--- src/rtl/fibo_pkg.sv ---
// Shared types and helpers for the sequence engine.
// Holds the state/mode enums, seed constants and the saturating adder.
package fibo_pkg;

    typedef enum logic [1:0] {
        IDLE = 2'd0,
        CALC = 2'd1,
        DONE = 2'd2
    } state_t;

    typedef enum logic {
        FIBO  = 1'b0,
        LUCAS = 1'b1
    } mode_t;

    localparam int FIBO_SEED0  = 0;
    localparam int LUCAS_SEED0 = 2;
    localparam int MAX_W       = 64;

    // Width w comes in as an argument; operands must already fit in w bits.
    // Returns {carry, sum}, with sum forced to all-ones when carry is set.
    function automatic logic [MAX_W:0] sat_add(
        input logic [MAX_W-1:0] x,
        input logic [MAX_W-1:0] y,
        input int unsigned      w
    );
        logic [MAX_W:0]   s;
        logic [MAX_W-1:0] mask;
        logic             c;
        mask = {MAX_W{1'b1}} >> (MAX_W - w);
        s    = {1'b0, x} + {1'b0, y};
        c    = |(s >> w);
        if (c)
            sat_add = {1'b1, mask};
        else
            sat_add = {1'b0, s[MAX_W-1:0] & mask};
    endfunction

endpackage

--- src/rtl/fibonacci_seq_engine.sv ---
// Iterative Fibonacci/Lucas term engine with rising-edge start.
// FIBO_SAT_OVERFLOW_EN selects saturating arithmetic with an overflow flag.
module fibonacci_seq_engine
    import fibo_pkg::*;
#(
    parameter int DATA_W = 16,
    parameter int IDX_W  = 5
) (
    input  logic              clk,
    input  logic              reset_n,
    input  logic [IDX_W-1:0]  input_s,
    input  logic              mode,
    input  logic              begin_fibo,
    output logic [DATA_W-1:0] fibo_out,
    output logic              done,
    output logic              busy,
    output logic              overflow
);

    state_t             state;
    logic               begin_q;
    logic               start;
    logic [IDX_W-1:0]   count;
    logic [DATA_W-1:0]  a;
    logic [DATA_W-1:0]  b;
    logic [DATA_W-1:0]  next_b;
    logic [DATA_W-1:0]  seed0;

    assign start = begin_fibo & ~begin_q;
    assign busy  = (state == CALC);
    assign seed0 = (mode_t'(mode) == LUCAS) ? DATA_W'(LUCAS_SEED0)
                                            : DATA_W'(FIBO_SEED0);

`ifdef FIBO_SAT_OVERFLOW_EN
    logic               a_sat;
    logic               b_sat;
    logic               ovf_q;
    logic               carry;
    logic [MAX_W:0]     sum_w;
    logic               sum_unused;

    always_comb begin
        sum_w      = sat_add(MAX_W'(a), MAX_W'(b), DATA_W);
        next_b     = sum_w[DATA_W-1:0];
        carry      = sum_w[MAX_W];
        sum_unused = ^sum_w[MAX_W-1:DATA_W];
    end

    assign overflow = ovf_q;
`else
    always_comb begin
        next_b = a + b;
    end

    assign overflow = 1'b0;
`endif

    always_ff @(posedge clk or negedge reset_n) begin
        if (!reset_n) begin
            state    <= IDLE;
            begin_q  <= 1'b0;
            count    <= '0;
            a        <= '0;
            b        <= '0;
            fibo_out <= '0;
            done     <= 1'b0;
`ifdef FIBO_SAT_OVERFLOW_EN
            a_sat    <= 1'b0;
            b_sat    <= 1'b0;
            ovf_q    <= 1'b0;
`endif
        end else begin
            begin_q <= begin_fibo;
            unique case (state)
                IDLE, DONE: begin
                    if (start) begin
                        count <= input_s;
                        a     <= seed0;
                        b     <= DATA_W'(1);
                        done  <= 1'b0;
                        state <= CALC;
`ifdef FIBO_SAT_OVERFLOW_EN
                        a_sat <= 1'b0;
                        b_sat <= 1'b0;
                        ovf_q <= 1'b0;
`endif
                    end
                end
                CALC: begin
                    if (count != '0) begin
                        a     <= b;
                        b     <= next_b;
                        count <= count - 1'b1;
`ifdef FIBO_SAT_OVERFLOW_EN
                        // b's flag is sticky; a only inherits it on the shift
                        a_sat <= b_sat;
                        b_sat <= b_sat | a_sat | carry;
`endif
                    end else begin
                        fibo_out <= a;
                        done     <= 1'b1;
                        state    <= DONE;
`ifdef FIBO_SAT_OVERFLOW_EN
                        ovf_q    <= a_sat;
`endif
                    end
                end
                default: state <= IDLE;
            endcase
        end
    end

endmodule

--- config.mk ---
export PLATFORM = sky130hd
export DESIGN_NAME = fibonacci_seq_engine
export DESIGN_NICKNAME = d
export VERILOG_FILES = /design/src/rtl/fibo_pkg.sv /design/src/rtl/fibonacci_seq_engine.sv
export SDC_FILE = /design/constraint.sdc
export NUM_CORES = 1
export LEC_CHECK = 0
export CORE_AREA = 2 2 74 111
export DETAILED_ROUTE_END_ITERATION = 12
export DIE_AREA = 0 0 76 113
export GPL_TIMING_DRIVEN = 1
export PLACE_DENSITY_LB_ADDON = 0.25
export SLEW_MARGIN = 20
export SYNTH_ARGS = -nofsm -noshare
export SYNTH_HDL_FRONTEND = slang
export SYNTH_SLANG_ARGS = --single-unit
--- constraint.sdc ---
create_clock -name clk -period 2 [get_ports clk]
set_input_delay 0.4 -clock clk [delete_from_list [all_inputs] [get_ports clk]]
set_output_delay 0.4 -clock clk [all_outputs]
set_load 0.005 [all_outputs]
### Word level (Yosys, flattened, before mapping)

Cells that the tools add are included.
W data, S select, Z words.

| storage, ports and cells | value |
|---|---|
| register bits | 57 |
| input bits | 9 |
| output and inout bits | 19 |
| logic and storage cells | 41 |

| operators by class | value |
|---|---|
| $add $sub $neg | 2 |
| eq/ne operators | 5 |
| multiplexer cells | 16 |
| bitwise logic cells | 3 |
| reductions and logical operators | 8 |

Operator list:

| cell | count |
|---|---|
| $mux W16 | 4 |
| $pmux W16 S2 | 2 |
| $add A16 B16 Y16 | 1 |
| $mux W5 | 2 |
| $pmux W5 S2 | 1 |
| $mux W2 | 3 |
| $reduce_and A3 Y1 | 2 |
| $reduce_bool A5 Y1 | 1 |
| $sub A5 B1 Y5 const B | 1 |
| $ne A2 B2 Y1 const B | 2 |
| $pmux W2 S2 | 1 |
| $reduce_and A2 Y1 | 2 |
| $eq A2 B1 Y1 const B | 1 |
| $eq A2 B2 Y1 const B | 1 |
| $logic_not A2 Y1 | 1 |
| $mux W1 | 2 |
| $ne A2 B1 Y1 const B | 1 |
| $not A1 Y1 | 2 |
| $pmux W1 S2 | 1 |
| $reduce_bool A2 Y1 | 1 |
| $reduce_or A2 Y1 | 1 |
| $and A1 B1 Y1 | 1 |

### Logic depth before layout (Yosys ltp)

| logic depth | value |
|---|---|
| depth in word-level cells | 4 |
| depth in mapped cells | 10 |
| depth with buffers taken out | 10 |

### Least setup slack after synthesis

OpenSTA, ideal clock, no wires.

| timing | value |
|---|---|
| kind | register to register |
| start | register a[0] |
| end | register b[12] |
| arrival | 1.896 ns |
| required time | 1.872 ns |
| path slack | -0.024 ns |
| stages on the path, launching flop included | 11 |
| path buffers | 0 |
| clock period less this slack | 2.024 ns |
| cell sequence | dfrtp_1 -> ha_1 -> inv_1 -> fa_1 -> nor2b_1 -> o31a_2 -> o21ai_2 -> o211ai_1 -> a31oi_1 -> xor2_1 -> o21ai_0 |

| on the way | value |
|---|---|
| longest elaborated chain between the ends | 3 |

RTL lines:

| element | line | source |
|---|---|---|
| start, declared | fibonacci_seq_engine.sv:24 | `logic [DATA_W-1:0] a;` |
| start signal, assigned | fibonacci_seq_engine.sv:63 | `a <= '0;` |
| start signal, assigned | fibonacci_seq_engine.sv:78 | `a <= seed0;` |
| start signal, assigned | fibonacci_seq_engine.sv:91 | `a <= b;` |
| $add A16 B16 Y16 | fibonacci_seq_engine.sv:52 | `next_b = a + b;` |
| $mux W16 | fibonacci_seq_engine.sv:90 | `if (count != '0) begin` |
| $pmux W16 S2 | fibonacci_seq_engine.sv:74 | `unique case (state)` |
| end signal, assigned | fibonacci_seq_engine.sv:92 | `b <= next_b;` |
| end, declared | fibonacci_seq_engine.sv:25 | `logic [DATA_W-1:0] b;` |

No other way between the ends. The select of a mux whose other input is x is not followed.
A chain may end at the register's enable or synchronous reset.

### Final worst setup path

| timing | value |
|---|---|
| start | register a[1] |
| end | register b[15] |

The elaborated chain is that of the path after synthesis.

==> flow_metrics.py <==
metrics = {
    "clocking": {
        "clk_pin_slew_ps": 50,
        "h-tree-depth": 3,
        "cts_made_buffers": 9,
        "clock_sinks": 57,
        "cts_max_path_buffers": 2,
        "clk_latency_ps": 330,
        "cts_tree": "built",
        "root_buffer": "clkbuf_16",
    },
    "critical_path": {
        "regToRegSetupSlack_ps": -40,
        "critPathMaxStageDelay_ps": 420,
        "critPathKind": "reg2reg",
        "r2r_start": "a[1]",
        "crit_fanout": 3,
        "startpoint_type": "register",
        "r2r_cells": 8,
        "critPathBufInv": 0,
        "reg2reg_to": "b[15]",
        "arrival_ps": 2290,
        "cp_slowest_cell": "dfrtp_1",
        "worst_setup_path_end_kind": "register",
        "critical_path.top_delay_family": "compound AO/OA/AOI/OAI gates",
        "crit_required_ps": 2250,
        "path_cells": "ha_4 -> a211oi_2 -> o21a_1 -> nor3_4 -> a21bo_1 -> or3_4 -> a21o_1 -> o211ai_2",
    },
    "sta": {
        "finalHoldViolCount": 0,
        "drv_slew": 0,
        "post-route-period-util_pct": 102,
        "fin_crit_ps": 2040,
        "clock_skew_ps": 7.11,
        "setup_viol": 2,
        "layout_setup_ws_ps": -42.4,
        "rsz0062_at_grt": "true",
        "whs_ps": 63.9,
        "fmax_mhz": 490,
    },
    "floorplan": {
        "row_count": 39,
        "pin_count": 28,
        "initial_core_util_pct": 39.4,
        "core-area_sq_mm": 0.00756,
        "die_x_um": 76,
        "die_height_um": 113,
        "die_area_sq_mm": 0.00859,
    },
    "finish": {
        "antenna_cells": 0,
        "area_delta_synth_final_pct": 33.0,
        "drive_above_1_share_pct": 23.1,
        "fillCellCount": 685,
        "seqCellArea_sq_mm": 0.00143,
        "multi_input_area_sq_mm": 0.00156,
        "nets": 397,
        "final_cell_area_sq_mm": 0.00396,
    },
    "status": {
        "status": "complete, but fails checks",
        "violations": "setup timing",
    },
    "route": {
        "dr.pass1.iters": 4,
        "routed_wl_um": 6380,
        "post-route-drc-count": 0,
        "routedWlPerCell_um": 13.5,
        "drt_iter0_drc": 91,
        "ant_nets": 0,
        "avgViaCountPerCell": 5.03,
        "dr_total_vias": 2385,
    },
    "power_and_ir_drop": {
        "power.density_mw_per_mm2": 1830,
        "ir_drop_mv": 0.652,
        "p_leak_nw": 1.84,
    },
    "yosys": {
        "synth_edf_count": 0,
        "async_flop_share_pct": 100,
        "yosysWarnings": 0,
        "synthesis.area_sq_mm": 0.00298,
        "yosys-top-cells-area": "dfrtp_1, ha_1, nand2_1, mux2_2, nand3_1",
        "netlist_instances": 311,
        "seq_area_frac_synth_pct": 47.9,
        "synth_ff_type": "dfrtp_1",
        "avgSynthCellArea_sq_um": 9.58,
        "synth_top_area_share_pct": 47.9,
        "syn_nets": 338,
        "synth.distinct_cells": 45,
        "synth_area_leader_cell": "dfrtp_1",
        "synth_seq_cells": 57,
    },
    "placement": {
        "gp_congestion": 0.861,
        "post_dp_cell_area_sq_mm": 0.00355,
        "port_buffers": 26,
        "dp_hpwl_um": 4360,
    },
    "hold_path": {
        "min_path_type": "in2async",
    },
    "global_route": {
        "grt_usage_pct": 16.2,
        "gr-total-overflow": 0,
        "grt_max_degree": 58,
        "antenna_found_initial": 0,
        "grt_pass1_vias": 2456,
        "grt_pass1_wl_um": 11000,
    },
    "run": {
        "max_cap_viol_count": 0,
    },
}
==> per-stage QoR <==
step,std cells,setup WS [ps],utilization [%],setup TNS [ps],total power [mW]
after global routing,474,-143,52.4,-672,7.91
after floorplan,311,36.3,-,0,4.27
after detailed placement,456,-126,46.9,-416,5.56
final,474,-42.4,52.4,-49.2,7.24
after global placement,456,-91.1,46.9,-241,5.49
after CTS,471,-60.2,51.1,-141,7.12
==> worst max-delay path by stage <==
stage,from,endpoint,slack (ps),cells past startpoint
after detailed placement,b[1],b[13],-130,9
final,a[1],b[15],-40,8
after CTS,a[0],b[15],-60,9
after floorplan,a[0],b[12],40,10
after global placement,b[1],b[13],-90,9
after global routing,a[0],b[12],-140,10
==> state kept, by name, summed over array words and instances (netlist names) <==
| signal | cells |
|---|---|
| a | 16 |
| b | 16 |
| begin_q | 1 |
| count | 5 |
| done | 1 |
| fibo_out | 16 |
| state | 2 |
==> worst reg2reg max path, cell delays in order (launching register included) <==
cell and delay (ps):
dfrtp_1 420, ha_4 260, a211oi_2 240, o21a_1 210, nor3_4 70, a21bo_1 210
or3_4 330, a21o_1 170, o211ai_2 60
==> cell families (layout without fill, tap and decap cells) <==
family / after synthesis / count (layout) / synth area share (%)
AOI/OAI and AO/OA: 69 / 69 / 13.9
adders and majority gates: 18 / 18 / 7.81
buffers and inverters: 25 / 86 / 3.53
DFF: 57 / 57 / 47.9
muxes: 15 / 15 / 5.67
other: 1 / 1 / 0.126
xor gates and xnor gates: 11 / 11 / 3.23
and+or+nand+nor: 115 / 115 / 17.9
==> layout make-up <==
| cell class | instances | area share (%) |
|---|---|---|
| multi-input cells | 229 | 39.4 |
| flip-flops and latches | 57 | 36.0 |
| repair buffers | 62 | 13.6 |
| clock buffers | 13 | 6.82 |
| well taps | 102 | 3.22 |
| inverters | 11 | 1.04 |
==> report_power, final <==
group / switching (mW) / internal [mW] / leakage, nW / total [mW]
Sequential: 0.367 / 1.68 / 0.724 / 2.05
Clock: 0.478 / 0.915 / 0.134 / 1.39
Combinational: 1.90 / 1.91 / 0.983 / 3.80
Total: 2.74 / 4.50 / 1.84 / 7.24
==> repair_timing <==
action                                  in CTS  in global routing
cloned                                       0                  0
endpoints found under the setup margin       5                  9
hold buffers                                 0                  0
hold endpoints to repair                     0                  0
pin swaps                                    2                 11
buffers inserted                             2                  3
gates resized for setup                      8                 12
==> layout by cell type (no fill, tap or decap), types with 11 or more instances in the layout <==
cell type        synthesis  routed
clkdlybuf4s50_1          0      25
o21ai_0                 31      25
nand2_1                 49      49
nor2_1                  15      15
dfrtp_1                 57      57
buf_4                    1      35
nand3_1                 31      31
mux2_2                  15      15
ha_1                    17      11
a21oi_1                 14      13
==> cell usage after synthesis, drive strengths merged (2+ instances only) <==
library cell / n
nand2: 49
a21oi: 14
buf: 6
nor2b: 2
nor2: 15
o211ai: 3
a21o: 2
o21a: 2
nand2b: 7
clkbuf: 8
inv: 11
a211oi: 3
nor3: 4
xor2: 6
nand3: 31
xnor2: 5
mux2: 15
o31ai: 3
o21ai: 34
dfrtp: 57
a31oi: 3
ha: 17
==> per-layer routing <==
metal / global-route usage, % / vias to the layer above / wire length, um
li1: - / 1199 / -
met1: 18.4 / 1148 / 2800
met2: 28.0 / 30 / 3220
met3: 5.18 / 8 / 246
met4: 6.91 / 0 / 107
met5: 0 / - / 0
(Power assumes the default switching activity.)
